**config.mk**
```make
export PLATFORM = sky130hd
export DESIGN_NAME = poly_mix_sampler
export DESIGN_NICKNAME = d
export VERILOG_FILES = /design/src/rtl/poly_mix_sampler.sv
export SDC_FILE = /design/constraint.sdc
export NUM_CORES = 1
export LEC_CHECK = 0
export ABC_CLOCK_PERIOD_IN_PS = 12500
export CAP_MARGIN = 20
export CORE_MARGIN = 2
export CORE_UTILIZATION = 40
export CTS_CLUSTER_SIZE = 28
export DETAILED_ROUTE_END_ITERATION = 8
export PLACE_DENSITY = 0.65
export SKIP_LAST_GASP = 1
export SYNTH_ARGS = -nofsm -noshare
export SYNTH_HDL_FRONTEND = slang
export SYNTH_SLANG_ARGS = --single-unit
export TNS_END_PERCENT = 10
```
**constraint.sdc**
```tcl
create_clock -name clk -period 12.5 [get_ports clk]
set_input_delay 3.75 -clock clk [delete_from_list [all_inputs] [get_ports clk]]
set_output_delay 3.75 -clock clk [all_outputs]
set_load 0.005 [all_outputs]
```
**src/rtl/poly_mix_sampler.sv**
```systemverilog
// poly_mix_sampler: shared sample strobe, per-voice gain/pan MAC,
// 16-bit stereo saturation and one I2S frame push per sample.
module poly_mix_sampler #(
    parameter int NUM_VOICES = 4,
    parameter int SAMPLE_DIV = 8,
    parameter int GAIN_W     = 8
) (
    input  logic                         clk,
    input  logic                         aclr,
    input  logic                         enable,
    input  logic [16*NUM_VOICES-1:0]     voice_sample,
    input  logic [GAIN_W*NUM_VOICES-1:0] voice_gain,
    input  logic [2*NUM_VOICES-1:0]      voice_pan,
    input  logic                         clip_clr,
    input  logic                         wrfull,
    output logic                         clk_sample,
    output logic                         wrreq,
    output logic [63:0]                  lrsample,
    output logic                         clip,
    output logic                         busy
);

    localparam int CNT_W  = $clog2(NUM_VOICES + 1);
    localparam int NSLOT  = 1 << CNT_W;
    localparam int PROD_W = 16 + GAIN_W + 1;
    localparam int ACC_W  = PROD_W + $clog2(NUM_VOICES);
    localparam int DIV_W  = $clog2(SAMPLE_DIV);

    localparam logic [DIV_W-1:0]        DIV_TC   = DIV_W'(SAMPLE_DIV - 1);
    localparam logic [CNT_W-1:0]        CNT_LAST = CNT_W'(NUM_VOICES);
    localparam logic signed [ACC_W-1:0] SAT_MAX  = ACC_W'(32767);
    localparam logic signed [ACC_W-1:0] SAT_MIN  = ACC_W'(-32768);

    typedef enum logic [1:0] {
        IDLE,
        ACC,
        SAT,
        OUT
    } state_t;

    state_t                    state_q, state_d;
    logic [DIV_W-1:0]          div_q, div_d;
    logic [CNT_W-1:0]          cnt_q, cnt_d;
    logic signed [ACC_W-1:0]   acc_l_q, acc_l_d;
    logic signed [ACC_W-1:0]   acc_r_q, acc_r_d;
    logic                      strobe_q, strobe_d;
    logic [63:0]               lr_q, lr_d;
    logic                      clip_q, clip_d;

    logic                      fire;
    logic                      term;

    logic signed [15:0]        samp_a [NSLOT];
    logic [GAIN_W-1:0]         gain_a [NSLOT];
    logic [1:0]                pan_a  [NSLOT];

    logic [CNT_W-1:0]          vsel;
    logic signed [15:0]        samp_sel;
    logic [GAIN_W-1:0]         gain_sel;
    logic [1:0]                pan_sel;
    logic signed [PROD_W-1:0]  prod;

    logic signed [ACC_W-1:0]   sh_l, sh_r;
    logic [15:0]               sat_l, sat_r;
    logic                      clp_l, clp_r;

    // Unpack the flat voice buses into indexable slots; spare slots read zero.
    generate
        for (genvar g = 0; g < NSLOT; g++) begin : g_slot
            if (g < NUM_VOICES) begin : g_voice
                assign samp_a[g] = voice_sample[16*g +: 16];
                assign gain_a[g] = voice_gain[GAIN_W*g +: GAIN_W];
                assign pan_a[g]  = voice_pan[2*g +: 2];
            end else begin : g_spare
                assign samp_a[g] = '0;
                assign gain_a[g] = '0;
                assign pan_a[g]  = '0;
            end
        end
    endgenerate

    // Sample divider: strobe only from IDLE, otherwise park at terminal count.
    always_comb begin
        term     = (div_q == DIV_TC);
        fire     = enable && !wrfull && term && (state_q == IDLE);
        div_d    = div_q;
        strobe_d = fire;
        if (!enable) begin
            div_d = '0;
        end else if (fire) begin
            div_d = '0;
        end else if (!wrfull && !term) begin
            div_d = div_q + DIV_W'(1);
        end
    end

    // Voice select and signed gain product; count 0 is the settle cycle.
    always_comb begin
        vsel     = cnt_q - CNT_W'(1);
        samp_sel = samp_a[vsel];
        gain_sel = gain_a[vsel];
        pan_sel  = pan_a[vsel];
        prod     = PROD_W'(samp_sel) * PROD_W'($signed({1'b0, gain_sel}));
    end

    // Drop the gain fraction (floor) and clamp each channel to 16 bits.
    always_comb begin
        sh_l  = acc_l_q >>> GAIN_W;
        sh_r  = acc_r_q >>> GAIN_W;
        clp_l = 1'b0;
        clp_r = 1'b0;
        sat_l = sh_l[15:0];
        sat_r = sh_r[15:0];
        if (sh_l > SAT_MAX) begin
            sat_l = 16'h7FFF;
            clp_l = 1'b1;
        end else if (sh_l < SAT_MIN) begin
            sat_l = 16'h8000;
            clp_l = 1'b1;
        end
        if (sh_r > SAT_MAX) begin
            sat_r = 16'h7FFF;
            clp_r = 1'b1;
        end else if (sh_r < SAT_MIN) begin
            sat_r = 16'h8000;
            clp_r = 1'b1;
        end
    end

    // Frame FSM: accumulate voices, saturate, then push one FIFO word.
    always_comb begin
        state_d = state_q;
        cnt_d   = cnt_q;
        acc_l_d = acc_l_q;
        acc_r_d = acc_r_q;
        lr_d    = lr_q;
        clip_d  = clip_q && !clip_clr;
        wrreq   = 1'b0;
        unique case (state_q)
            IDLE: begin
                if (fire) begin
                    state_d = ACC;
                    cnt_d   = '0;
                    acc_l_d = '0;
                    acc_r_d = '0;
                end
            end
            ACC: begin
                if (cnt_q != '0) begin
                    if (!pan_sel[1]) begin
                        acc_l_d = acc_l_q + ACC_W'(prod);
                    end
                    if (!pan_sel[0]) begin
                        acc_r_d = acc_r_q + ACC_W'(prod);
                    end
                end
                if (cnt_q == CNT_LAST) begin
                    state_d = SAT;
                end else begin
                    cnt_d = cnt_q + CNT_W'(1);
                end
            end
            SAT: begin
                lr_d    = {16'h0000, sat_r, 16'h0000, sat_l};
                state_d = OUT;
                if (clp_l || clp_r) begin
                    clip_d = 1'b1;
                end
            end
            OUT: begin
                if (!wrfull) begin
                    wrreq   = 1'b1;
                    state_d = IDLE;
                end
            end
            default: begin
                state_d = IDLE;
            end
        endcase
    end

    // State registers; aclr abandons any frame in flight.
    always_ff @(posedge clk or posedge aclr) begin
        if (aclr) begin
            state_q  <= IDLE;
            div_q    <= '0;
            cnt_q    <= '0;
            acc_l_q  <= '0;
            acc_r_q  <= '0;
            strobe_q <= 1'b0;
            lr_q     <= '0;
            clip_q   <= 1'b0;
        end else begin
            state_q  <= state_d;
            div_q    <= div_d;
            cnt_q    <= cnt_d;
            acc_l_q  <= acc_l_d;
            acc_r_q  <= acc_r_d;
            strobe_q <= strobe_d;
            lr_q     <= lr_d;
            clip_q   <= clip_d;
        end
    end

    assign clk_sample = strobe_q;
    assign lrsample   = lr_q;
    assign clip       = clip_q;
    assign busy       = (state_q != IDLE);

endmodule

```
; ---- After elaboration in Yosys (flattened, before gate mapping)
; Cells that the tools add are included.
[classes]
n_eq_ne = 13
add_sub_neg = 5
mux = 38
multipliers = 1
reduce_logical = 17
magnitude_cmp = 5
bitwise_logic = 1
[op_table]
columns = operator, n
row1 = 2-to-1 mux 27 bit, 5
row2 = case mux 27 bit (2 select lines), 2
row3 = 2-to-1 mux 16 bit, 6
row4 = adder 27 x 25 -> 27 bit, 2
row5 = binary-select mux 16 bit (select 3 bit), 1
row6 = greater-than comparator 19 x 16 -> 1 bit (second input constant), 2
row7 = less-than comparator 19 x 16 -> 1 bit (second input constant), 2
row8 = multiplier 16 x 9 -> 25 bit, 1
row9 = binary-select mux 8 bit (select 3 bit), 1
row10 = 2-to-1 mux 8 bit, 2
row11 = 2-to-1 mux 3 bit, 5
row12 = != test 2 bit (second input constant), 7
row13 = 2-to-1 mux 2 bit, 5
row14 = 2-to-1 mux 1 bit, 8
row15 = case mux 2 bit (4 select lines), 1
row16 = AND reduction 4 bit, 2
row17 = adder 3 x 1 -> 3 bit (second input constant), 2
row18 = binary-select mux 2 bit (select 3 bit), 1
row19 = equality test 3 bit (second input constant), 2
row20 = case mux 3 bit (2 select lines), 1
row21 = AND reduction 3 bit, 2
row22 = logical AND 1 bit, 5
row23 = equality test 2 bit (second input constant), 2
row24 = greater-or-equal comparator 4 bit (second input constant), 1
row25 = other kinds (9), 12
[totals]
input_bits = 109
reg_bits = 96
word_cells = 88

; ---- Depth between registers and ports, before layout
; Gate-level depths: netlist of run 1.
[logic_depth]
ltp_word = 10
mapped_depth = 42
ltp_nobuf = 36

; ---- Worst setup path before layout of run 1
; No wires, ideal clock.
[synth_timing]
path_kind = input to register
startpoint = input voice_gain[1]
endpoint = register acc_l_q[26]
arrival_time_ps = 10155
path_buffers = 1
path_stages = 30
setup_slack_ps = 2224
path_cell_list = mux4_2 -> and2_1 -> clkbuf_1 -> nand2_1 -> fa_1 -> inv_1 -> fa_1 -> ha_1 -> inv_1 -> fa_1 -> inv_1 -> ha_1 -> a21o_1 -> a21o_1 -> a211oi_1 -> o21ai_1 -> a221o_1 -> a21o_1 -> a21oi_1 -> nor2_1 -> o41ai_2 -> xnor2_1 -> ha_1 -> a21oi_1 -> o21ai_0 -> a21o_1 -> a221oi_1 -> xnor2_1 -> o21ai_1 -> a22o_1
[synth_between]
elab_chain_cells = 8
[synth_rtl]
columns = element, line
row1 = from (decl), 12  ; input logic [GAIN_W*NUM_VOICES-1:0] voice_gain,
row2 = binary-select mux 8 bit (select 3 bit), 101  ; gain_sel = gain_a[vsel];
row3 = 2-to-1 mux 8 bit (implied by the code) (2 in series), 101
row4 = multiplier 16 x 9 -> 25 bit, 103  ; prod = PROD_W'(samp_sel) * PROD_W'($signed({1'b0, gain_sel}));
row5 = adder 27 x 25 -> 27 bit, 151  ; acc_l_d = acc_l_q + ACC_W'(prod);
row6 = 2-to-1 mux 27 bit, 150  ; if (!pan_sel[1]) begin
row7 = 2-to-1 mux 27 bit, 149  ; if (cnt_q != '0) begin
row8 = case mux 27 bit (2 select lines), 139  ; unique case (state_q)
row9 = to (signal assigned), 197  ; acc_l_q <= acc_l_d;
row10 = to (decl), 44  ; logic signed [ACC_W-1:0] acc_l_q, acc_l_d;
; Every way passes these cells. The select of a mux whose other input is x is not followed.
; A chain may end at the register's enable or synchronous reset.

; ---- Worst setup path in the final report of run 1
[layout_timing]
startpoint = input voice_gain[4]
endpoint = register acc_l_q[26]
; Same word-level chain as after synthesis.

==> results of run 1 <==
[per-layer routing]
metal  routed length, um  vias up
li1                    -     4717
met1               13300     4614
met2               14000      232
met3                1240       22
met4                 335        0
met5                   0        -
[through the flow]
stage	util	hold slack, ps	setup slack (ps)	std cells	instance area (um^2)
after CTS	0.473	489	1280	1875	14000
final	0.473	482	1310	1877	14000
after global routing	0.473	510	899	1877	14000
after detailed placement	0.463	468	931	1859	13700
after global placement	0.463	462	1130	1858	13700
after floorplan	-	450	2220	1388	12100
[final cells by class]
cell class                 instances  area [um^2]
inverter                         221          832
timing repair buffer             156         1530
tap                              390          488
multi-input combinational        998         8460
sequential                        96         2400
clock buffer                      10          229
fill                            2895        15600
clock inverter                     6         51.3
[worst max-delay path, delay by kind of cell]
family | cells | cell delay, ps
AOI/OAI and AO/OA | 12 | 2710
xor gates and xnor gates | 2 | 450
adders and majority gates | 6 | 2660
buffers and inverters | 4 | 560
muxes | 1 | 600
and+or+nand+nor | 4 | 690
[state kept, by name, indices dropped and copies added (netlist names)]
| name | flops |
|---|---|
| acc_l_q | 27 |
| acc_r_q | 27 |
| div_q | 3 |
| cnt_q | 3 |
| state_q | 2 |
| lrsample | 32 |
| clk_sample | 1 |
| clip | 1 |
[how the worst max path moves through the flow]
stage                                   end
floorplan           acc_l_q[26]$_DFFE_PP0P_
global placement    acc_l_q[26]$_DFFE_PP0P_
detailed placement  acc_l_q[26]$_DFFE_PP0P_
CTS                 acc_l_q[26]$_DFFE_PP0P_
global route        acc_l_q[26]$_DFFE_PP0P_
finish              acc_l_q[26]$_DFFE_PP0P_
[cell usage in the layout (no fill, tap or decap), types with 8 or more instances in the layout]
| cell | instances |
|---|---|
| sky130_fd_sc_hd__and3_1 | 43 |
| sky130_fd_sc_hd__o21a_1 | 10 |
| sky130_fd_sc_hd__o22ai_1 | 31 |
| sky130_fd_sc_hd__xnor2_1 | 33 |
| sky130_fd_sc_hd__nor2b_1 | 18 |
| sky130_fd_sc_hd__o31ai_1 | 12 |
| sky130_fd_sc_hd__and2_1 | 17 |
| sky130_fd_sc_hd__o21ai_1 | 8 |
| sky130_fd_sc_hd__ha_1 | 115 |
| sky130_fd_sc_hd__clkdlybuf4s50_1 | 144 |
| sky130_fd_sc_hd__nor3_1 | 11 |
| sky130_fd_sc_hd__o21ai_0 | 56 |
| sky130_fd_sc_hd__a21o_1 | 27 |
| sky130_fd_sc_hd__fa_1 | 104 |
| sky130_fd_sc_hd__conb_1 | 32 |
| sky130_fd_sc_hd__inv_1 | 219 |
| sky130_fd_sc_hd__xor2_1 | 30 |
| sky130_fd_sc_hd__nand3_1 | 17 |
| sky130_fd_sc_hd__nand2_1 | 154 |
| sky130_fd_sc_hd__mux4_2 | 22 |
| sky130_fd_sc_hd__clkbuf_16 | 9 |
| sky130_fd_sc_hd__nor2_1 | 87 |
| sky130_fd_sc_hd__buf_4 | 12 |
| sky130_fd_sc_hd__dfrtp_1 | 96 |
| sky130_fd_sc_hd__nand2b_1 | 15 |
| sky130_fd_sc_hd__a21oi_1 | 52 |
| sky130_fd_sc_hd__a22o_1 | 17 |
[logic make-up (layout without fill, tap and decap cells)]
kind of cell / after synthesis / count (layout) / synth area share
flip-flops: 96 / 96 / 0.201
multiplexers: 33 / 33 / 0.0513
AO/OA/AOI/OAI: 268 / 268 / 0.156
AND/OR/NAND/NOR: 382 / 382 / 0.148
XOR/XNOR: 64 / 64 / 0.0469
other: 1 / 32 / 0.000313
adder cells (fa/ha/maj): 219 / 219 / 0.294
buffers and inverters: 294 / 393 / 0.103
==> Flow_metrics.wiki, run 1 <==
{| class="wikitable"
! Metric !! Value
|-
| Width of the die || about 180 um
|-
| Async set-reset flop share out of synthesis || 1.00
|-
| Category of the critical setup timing path || input pin to flop
|-
| Post-Syn Area per Cell || 8.82 um^2
|-
| Top post-synthesis cells by count || sky130_fd_sc_hd__inv_1, sky130_fd_sc_hd__nand2_1, sky130_fd_sc_hd__ha_1, sky130_fd_sc_hd__fa_1, sky130_fd_sc_hd__dfrtp_1
|-
| Antenna cells || 0
|-
| Vias in the first global route || between 9k and 10k
|-
| Number of hold violations in the final report || 0
|-
| Transition time at the pin with the least slew margin || 768 ps
|-
| Distinct cell type count of the synthesized netlist || 68
|-
| Detailed router's first-iteration violation count || 564
|-
| Global route total overflow || 0
|-
| Proportion of layout cells with a drive suffix above 1 || 0.0531
|-
| Post-DP HPWL || around 23,000 um
|-
| CP peak stage delay || roughly 600 ps
|-
| Clock tree from TritonCTS || yes
|-
| Reg-to-Reg End || acc_l_q[26]$_DFFE_PP0P_
|-
| TNS Setup || 0 ps
|-
| Biggest area consumer among synthesized cells || sky130_fd_sc_hd__dfrtp_1
|-
| Met1 Track Usage GR || 0.257
|-
| Post-synth EDFFs || 0
|-
| Hold-critical path depth || 2
|-
| Count leader, synth || sky130_fd_sc_hd__inv_1
|-
| Number of antenna violations at the first check in global routing || 0
|-
| Setup clock skew after layout || ~16 ps
|-
| Global-route usage over all layers || 0.188
|-
| Critical path peak fanout || 9
|-
| Setup repair after global routing missed its margin || false
|-
| Number of vias in the routed layout || 9,585
|-
| Average detailed-routed wire length per instance || 15.4 um
|-
| Total wire length after detailed routing || around 29,000 um
|-
| Hold endpoint || acc_r_q[3]$_DFFE_PP0P_
|-
| Critical path data required time || about 13,000 ps
|-
| Antenna-violating nets left || 0
|-
| Area added between synthesis and finish || 17.0%
|-
| WP data arrival || about 11,000 ps
|-
| Worst reg-to-reg path cell count || 32
|-
| Clock Latency Late Sink || about 350 ps
|-
| Nets || about 1.8k
|-
| Initial Utilization || 0.405
|-
| Maximum frequency from static timing analysis || slightly below 90 MHz
|-
| Die height || approximately 180 um
|-
| Synth Instances || roughly 1.4k
|-
| GR met2 Demand/Resource || 0.319
|-
| Setup fix buffers added after clock tree synthesis || 0
|-
| Proportion of netlist area held by the largest area contributor || 0.201
|-
| Post-synthesis cell area || roughly 12,000 um^2
|-
| Detailed-route vias per instance || 5.11
|-
| Synth top area cells || sky130_fd_sc_hd__dfrtp_1, sky130_fd_sc_hd__fa_1, sky130_fd_sc_hd__ha_1, sky130_fd_sc_hd__inv_1, sky130_fd_sc_hd__nand2_1
|-
| Fraction of the yosys area taken by sequential cells || 0.201
|-
| Final min period || approximately 11,000 ps
|-
| Launching element of the worst setup path || voice_gain[4]
|-
| GPL Wtd Cong || a little over 0.9
|-
| First-pass iteration count of the detailed router || 5
|-
| Crit share post-route || 0.895
|-
| Number of rows in the core area || 63
|-
| Largest net degree at the start of global routing || 62
|-
| Startpoint type of the worst setup path || input pin
|-
| PostCTS Resize Cnt || 0
|-
| Post-synthesis register bit count || 96
|-
| Post-synth top flop || sky130_fd_sc_hd__dfrtp_1
|-
| Clock edge transition at the registers on the reported setup and hold paths || 80 ps
|-
| Number of clock sinks || 96
|-
| Number of max-slew violations in the final report || 0
|-
| Maximum count of clock buffers along a single path || 2
|-
| Hold-fix buffers at CTS || 0
|-
| Min-Delay Startpoint || acc_r_q[3]$_DFFE_PP0P_
|-
| Post-route DRC violation count || 0
|-
| Global route hottest layer || met2
|-
| Core footprint || around 30,000 um^2
|-
| Final setup violation count || 0
|-
| Most frequent CP cell || sky130_fd_sc_hd__fa_1
|-
| H-tree levels || 3
|-
| Start of the worst register-to-register path || cnt_q[0]$_DFFE_PP0P_
|-
| I/O Buffers || approximately 140
|-
| Worst slew slack as a fraction of its limit || 0.488
|-
| Library cell contributing the largest single delay on the critical path || sky130_fd_sc_hd__mux4_2
|-
| Result of the run || finished, final reports clean
|-
| Num ports || between 150 and 200
|-
| Area of the die || 31,300 um^2
|-
| TritonCTS buffer count || 9
|-
| CP Capture Type || flop
|-
| Total number of yosys warnings || 0
|-
| GR met3 Demand/Resource || 0.0277
|-
| Slack of the worst reg-to-reg path || 3180 ps
|-
| Total of max-cap violations || 0
|-
| First-pass GRT wire length || ~48,000 um
|-
| Buffer cell driving the clock tree root || sky130_fd_sc_hd__clkbuf_16
|-
| Class of the most critical hold timing path || flop to flop
|}
Power of run 1 is left out: the tool's default activity adds up to more than one toggle a clock period on the data nets, which glitch-free logic cannot reach.
==> inputs of run 2 (changes only) <==
--- a/config.mk
+++ b/config.mk
@@ -11,8 +11,10 @@
 export CORE_UTILIZATION = 40
 export CTS_CLUSTER_SIZE = 28
 export DETAILED_ROUTE_END_ITERATION = 8
-export PLACE_DENSITY = 0.65
+export DONT_BUFFER_PORTS = 1
+export PLACE_DENSITY = 0.57
 export SKIP_LAST_GASP = 1
+export SLEW_MARGIN = 5
 export SYNTH_ARGS = -nofsm -noshare
 export SYNTH_HDL_FRONTEND = slang
 export SYNTH_SLANG_ARGS = --single-unit
==> run 2 against run 1 <==
  * Design area fell by 10%
  * Via count fell by 5.6%
  * Count of clock-buffer cells in the layout did not move
  * First-iteration DRC count fell by 5.0%
  * Utilization fell by 4.9 points
  * Die area did not move
  * Critical path depth fell by 2
  * Maximum frequency rose by 4.8%
  * Hold slack improved by 7.3 ps
  * Global-route usage fell by 0.16 points
  * Largest cell class unchanged
==> Flow_metrics.wiki, run 2 (same netlist as run 1, synthesis figures left out) <==
{| class="wikitable"
! Metric !! Value
|-
| Post-DP HPWL || 22,900 um (-1.8%)
|-
| Buffer cell driving the clock tree root || sky130_fd_sc_hd__clkbuf_16
|-
| CP Capture Type || flop
|-
| Hold endpoint || acc_l_q[2]$_DFFE_PP0P_
|-
| Start of the worst register-to-register path || cnt_q[0]$_DFFE_PP0P_
|-
| Area added between synthesis and finish || 4.93%
|-
| First-pass iteration count of the detailed router || 5 (unchanged)
|-
| Library cell contributing the largest single delay on the critical path || sky130_fd_sc_hd__mux4_2
|-
| Antenna-violating nets left || 0 (unchanged)
|-
| Average detailed-routed wire length per instance || 16.4 um (+6.7%)
|-
| Number of clock sinks || 96 (unchanged)
|-
| Worst reg-to-reg path cell count || 32 (unchanged)
|-
| Number of max-slew violations in the final report || 0 (unchanged)
|-
| CP peak stage delay || 570 ps (-30 ps)
|-
| Setup fix buffers added after clock tree synthesis || 0 (unchanged)
|-
| Largest net degree at the start of global routing || 63 (+1.6%)
|-
| Number of vias in the routed layout || 9,044 (-5.6%)
|-
| Clock Latency Late Sink || 350 ps (about the same)
|-
| Most frequent CP cell || sky130_fd_sc_hd__fa_1
|-
| PostCTS Resize Cnt || 0 (unchanged)
|-
| WP data arrival || 10,970 ps (-470 ps)
|-
| Detailed-routed wire length on met3 || 1110 um (-10%)
|-
| Final setup violation count || 0 (unchanged)
|-
| Nets || 1,666 (-8.0%)
|-
| Highest-count cells in the layout ignoring fill and taps || sky130_fd_sc_hd__inv_1, sky130_fd_sc_hd__nand2_1, sky130_fd_sc_hd__ha_1
|-
| Clock edge transition at the registers on the reported setup and hold paths || 70 ps (about the same)
|-
| Die height || 177 um (unchanged)
|-
| Category of the critical setup timing path || input pin to flop
|-
| Min-Delay Startpoint || acc_l_q[2]$_DFFE_PP0P_
|-
| Setup clock skew after layout || 9.94 ps (-5.79 ps)
|-
| Most common cell after layout, fill and taps aside || sky130_fd_sc_hd__inv_1
|-
| Transition time at the pin with the least slew margin || 860 ps (+92.1 ps)
|-
| Number of hold violations in the final report || 0 (unchanged)
|-
| Antenna cells || 0 (unchanged)
|-
| TritonCTS buffer count || 9 (unchanged)
|-
| Vias in the first global route || 8,871 (-8.5%)
|-
| Hold-critical path depth || 2 (unchanged)
|-
| Hold-fix buffers at CTS || 0 (unchanged)
|-
| Slack of the worst reg-to-reg path || 3460 ps (+280 ps)
|-
| Number of antenna violations at the first check in global routing || 0 (unchanged)
|-
| Maximum count of clock buffers along a single path || 2 (unchanged)
|-
| Number of rows in the core area || 63 (unchanged)
|-
| I/O Buffers || 0 (-100%)
|-
| GPL Wtd Cong || 0.892 (-3.1%)
|-
| Clock tree from TritonCTS || yes
|-
| Initial Utilization || 0.405 (unchanged)
|-
| Core footprint || 29,600 um^2 (unchanged)
|-
| Area of the die || 31,300 um^2 (unchanged)
|-
| Num ports || 177 (unchanged)
|-
| Result of the run || finished, final reports clean
|-
| Critical path peak fanout || 9 (unchanged)
|-
| Width of the die || 177 um (unchanged)
|-
| Detailed router's first-iteration violation count || 536 (-5.0%)
|-
| Reg-to-Reg End || acc_r_q[26]$_DFFE_PP0P_
|-
| Detailed-routed wire length on met2 || 13,000 um (-7.5%)
|-
| Critical path data required time || 12,780 ps (+30 ps)
|-
| Final min period || 10,680 ps (-508 ps)
|-
| Crit share post-route || 0.855 (-0.0407)
|-
| Total of max-cap violations || 0 (unchanged)
|-
| Maximum frequency from static timing analysis || 93.6 MHz (+4.8%)
|-
| First-pass GRT wire length || 46,800 um (-2.0%)
|-
| Number of buffer and inverter instances along the worst setup path || 3 (-1)
|-
| Largest register FFs || 32 (unchanged)
|-
| Detailed-route vias per instance || 5.22 (+2.2%)
|-
| Post-route DRC violation count || 0 (unchanged)
|-
| Total wire length after detailed routing || 28,400 um (-1.5%)
|-
| Met1 wire length || 14,000 um (+5.9%)
|-
| H-tree levels || 3 (unchanged)
|-
| Startpoint type of the worst setup path || input pin
|-
| Proportion of layout cells with a drive suffix above 1 || 0.0588 (+0.00570)
|-
| Cell family with most CP delay || adder cells
|-
| Highest routed metal layer || met4
|-
| Global-route usage over all layers || 0.186 (-0.00159)
|-
| Global route total overflow || 0 (unchanged)
|-
| Class of the most critical hold timing path || flop to flop
|-
| Worst slew slack as a fraction of its limit || 0.427 (-0.0614)
|-
| TNS Setup || 0 ps (unchanged)
|-
| Setup repair after global routing missed its margin || false
|}
run 2: worst max-delay path by stage:
stage | startpoint | endpoint | slack, ps | cells after the start
2_1_floorplan | voice_gain[1] | acc_l_q[26]$_DFFE_PP0P_ | 2220 | 30
3_3_place_gp | voice_gain[3] | acc_l_q[26]$_DFFE_PP0P_ | 1550 | 28
3_5_place_dp | voice_gain[4] | acc_l_q[26]$_DFFE_PP0P_ | 1460 | 28
4_1_cts | voice_gain[4] | acc_l_q[26]$_DFFE_PP0P_ | 1850 | 28
5_1_grt | voice_gain[18] | acc_r_q[26]$_DFFE_PP0P_ | 1390 | 28
6_report | voice_gain[4] | acc_r_q[26]$_DFFE_PP0P_ | 1820 | 27
run 2: layout make-up:
| class | count | area (um^2) |
|---|---|---|
| sequential | 96 | 2400 |
| timing repair buffer | 12 | 93.8 |
| tap | 390 | 488 |
| inverter | 221 | 832 |
| clock buffer | 10 | 229 |
| fill | 2957 | 17000 |
| clock inverter | 6 | 50.0 |
| multi-input combinational | 998 | 8460 |
run 2: per-layer routing:
layer,vias up,GRT usage
li1,4433,-
met1,4393,0.271
met2,200,0.296
met3,18,0.0307
met4,0,0.0289
met5,-,0
run 2: tightest hold or removal path: cells and delay by family (launching register included):
kind	cells	cell delay [ps]
flops	1	350
simple gates	1	50
compound gates	1	50
run 2: per-stage QoR:
step	utilization	cells	worst slack (ps)	cell area [um^2]	hold slack, ps
after CTS	0.424	1732	1850	12500	494
after global placement	0.414	1714	1550	12200	463
after detailed placement	0.415	1716	1460	12300	477
final	0.425	1733	1820	12600	490
after global routing	0.425	1733	1390	12600	508
after floorplan	-	1388	2220	12100	450
Power of run 2 is left out for the same reason.
==> inputs of run 3 (changes only) <==
--- a/config.mk
+++ b/config.mk
@@ -9,11 +9,12 @@
 export CAP_MARGIN = 20
 export CORE_MARGIN = 2
 export CORE_UTILIZATION = 40
+export CTS_BUF_LIST = sky130_fd_sc_hd__clkbuf_8
 export CTS_CLUSTER_SIZE = 28
 export DETAILED_ROUTE_END_ITERATION = 8
 export DONT_BUFFER_PORTS = 1
 export PLACE_DENSITY = 0.57
-export SKIP_LAST_GASP = 1
+export SKIP_CTS_REPAIR_TIMING = 1
 export SLEW_MARGIN = 5
 export SYNTH_ARGS = -nofsm -noshare
 export SYNTH_HDL_FRONTEND = slang
==> run 3 against run 2 <==
  * Routed wire length shrank 0.37%
  * Sequential share of layout area grew 0.16 points
  * Utilization shrank 0.34 points
  * First-iteration DRC count shrank 7.1%
  * Critical endpoint is now acc_l_q[26]$_DFFE_PP0P_
  * Flip-flop and latch count is the same
  * Setup slack gained 39 ps
  * Non-clock buffer count is the same
  * Final cell count is the same
==> Flow_metrics.wiki, run 3 (same netlist as run 1, synthesis figures left out) <==
{| class="wikitable"
! Metric !! Value
|-
| Proportion of layout cells with a drive suffix above 1 || 0.0588 (unchanged)
|-
| Post-layout util || 0.421 (-0.00343)
|-
| H-tree levels || 3 (unchanged)
|-
| Hold-critical path depth || 2 (unchanged)
|-
| GR met3 Demand/Resource || 0.0273 (-0.00344)
|-
| TritonCTS buffer count || 9 (unchanged)
|-
| Dpl cells || 1,716 (unchanged)
|-
| Antenna-violating nets left || 0 (unchanged)
|-
| Post-DP HPWL || 22,900 um (unchanged)
|-
| Library cell contributing the largest single delay on the critical path || sky130_fd_sc_hd__mux4_2
|-
| Critical path data required time || 12,790 ps (about the same)
|-
| Number of rows in the core area || 63 (unchanged)
|-
| Num ports || 177 (unchanged)
|-
| Detailed-route vias per instance || 5.19 (-0.49%)
|-
| Largest register FFs || 32 (unchanged)
|-
| CP Capture Type || flop
|-
| Width of the die || 177 um (unchanged)
|-
| Buffer cell driving the clock tree root || sky130_fd_sc_hd__clkbuf_8
|-
| Transition time at the pin with the least slew margin || 852 ps (-7.37 ps)
|-
| Number of max-slew violations in the final report || 0 (unchanged)
|-
| Class of the most critical hold timing path || flop to flop
|-
| Global route hottest layer || met2
|-
| Post-route DRC violation count || 0 (unchanged)
|-
| WP data arrival || 10,940 ps (-30 ps)
|-
| Nets || 1,666 (unchanged)
|-
| Vias in the first global route || 8,859 (-0.14%)
|-
| First-pass iteration count of the detailed router || 5 (unchanged)
|-
| Clock tree from TritonCTS || yes
|-
| Number of hold violations in the final report || 0 (unchanged)
|-
| Final setup violation count || 0 (unchanged)
|-
| Global-route usage over all layers || 0.185 (-0.000924)
|-
| First-pass GRT wire length || 46,600 um (-0.30%)
|-
| Largest net degree at the start of global routing || 63 (unchanged)
|-
| Setup repair after global routing missed its margin || false
|-
| Post-Layout Inst Area || 12,500 um^2 (-0.81%)
|-
| Maximum frequency from static timing analysis || 93.9 MHz (+0.37%)
|-
| Die height || 177 um (unchanged)
|-
| Met1 Track Usage GR || 0.272 (+0.000547)
|-
| Detailed router's first-iteration violation count || 498 (-7.1%)
|-
| Total of max-cap violations || 0 (unchanged)
|-
| Worst slew slack as a fraction of its limit || 0.432 (+0.00491)
|-
| Category of the critical setup timing path || input pin to flop
|-
| CP peak stage delay || 570 ps (about the same)
|-
| Crit share post-route || 0.852 (-0.00312)
|-
| Maximum count of clock buffers along a single path || 2 (unchanged)
|-
| Area of the die || 31,300 um^2 (unchanged)
|-
| Antenna cells || 0 (unchanged)
|-
| TNS Setup || 0 ps (unchanged)
|-
| Setup clock skew after layout || 18.5 ps (+8.56 ps)
|-
| Number of vias in the routed layout || 9,000 (-0.49%)
|-
| Most frequent CP cell || sky130_fd_sc_hd__fa_1
|-
| Clock Latency Late Sink || 390 ps (+40 ps)
|-
| Core footprint || 29,600 um^2 (unchanged)
|-
| Area added between synthesis and finish || 4.08%
|-
| Number of clock sinks || 96 (unchanged)
|-
| Final instance count without filler cells || 1,733 (unchanged)
|-
| Average detailed-routed wire length per instance || 16.3 um (-0.37%)
|-
| Global route total overflow || 0 (unchanged)
|-
| Area post-placement || 12,300 um^2 (unchanged)
|-
| Most common cell after layout, fill and taps aside || sky130_fd_sc_hd__inv_1
|-
| Total wire length after detailed routing || 28,300 um (-0.37%)
|-
| GR met2 Demand/Resource || 0.293 (-0.00260)
|-
| Final min period || 10,650 ps (-39.0 ps)
|-
| Number of antenna violations at the first check in global routing || 0 (unchanged)
|-
| Initial Utilization || 0.405 (unchanged)
|-
| Clock edge transition at the registers on the reported setup and hold paths || 110 ps (+40 ps)
|-
| Critical path peak fanout || 9 (unchanged)
|-
| GPL Wtd Cong || 0.892 (unchanged)
|-
| Result of the run || finished, final reports clean
|-
| Startpoint type of the worst setup path || input pin
|-
| Worst reg-to-reg path cell count || 33 (+3.1%)
|-
| Highest-count cells in the layout ignoring fill and taps || sky130_fd_sc_hd__inv_1, sky130_fd_sc_hd__nand2_1, sky130_fd_sc_hd__ha_1
|-
| I/O Buffers || 0 (unchanged)
|}
==> run 3: changes by cell type in the layout (fill, tap and decap cells not counted) <==
cell	before	now
sky130_fd_sc_hd__clkbuf_1	1	0
sky130_fd_sc_hd__clkbuf_8	0	9
sky130_fd_sc_hd__inv_1	219	220
sky130_fd_sc_hd__clkbuf_16	9	0
==> run 3: per-layer routing <==
metal | up-vias | routed length [um]
li1 | 4422 | -
met1 | 4355 | 14100
met2 | 200 | 12900
met3 | 23 | 1050
met4 | 0 | 355
met5 | - | 0
==> run 3: worst paths after layout <==
| check | startpoint | to | slack (ps) |
|---|---|---|---|
| setup / recovery | voice_gain[4] | acc_l_q[26]$_DFFE_PP0P_ | 1850 |
| hold / removal | acc_l_q[2]$_DFFE_PP0P_ | acc_l_q[2]$_DFFE_PP0P_ | 500 |
| setup reg to reg | cnt_q[0]$_DFFE_PP0P_ | acc_l_q[26]$_DFFE_PP0P_ | 3470 |
| hold reg to reg | acc_l_q[2]$_DFFE_PP0P_ | acc_l_q[2]$_DFFE_PP0P_ | 500 |
| max in group asynchronous | aclr | acc_r_q[10]$_DFFE_PP0P_ | 8050 |
| min in group asynchronous | aclr | lrsample[43]$_DFFE_PP0P_ | 3230 |
==> run 3: area by class of cell <==
type                            count  area (um^2)
Clock buffer                        9          124
Clock inverter                      7         53.8
Fill cell                        2971        17100
Inverter                          221          832
Multi-Input combinational cell    998         8460
Sequential cell                    96         2400
Tap cell                          390          488
Timing Repair Buffer               12         93.8
==> run 3: per-stage QoR <==
stage	hold WS [ps]	setup slack, ps
finish	497	1850
global route	518	1440
floorplan	450	2220
detailed placement	477	1460
CTS	502	1890
global placement	463	1550
==> run 3: critical path: cells and delay by family <==
family,cells,cell delay (ps)
adder cells (fa/ha/maj),6,2630
buffers and inverters,3,170
AND/OR/NAND/NOR,4,700
XOR/XNOR,2,470
AO/OA/AOI/OAI,12,2610
multiplexers,1,570
Power of run 3 is left out for the same reason.
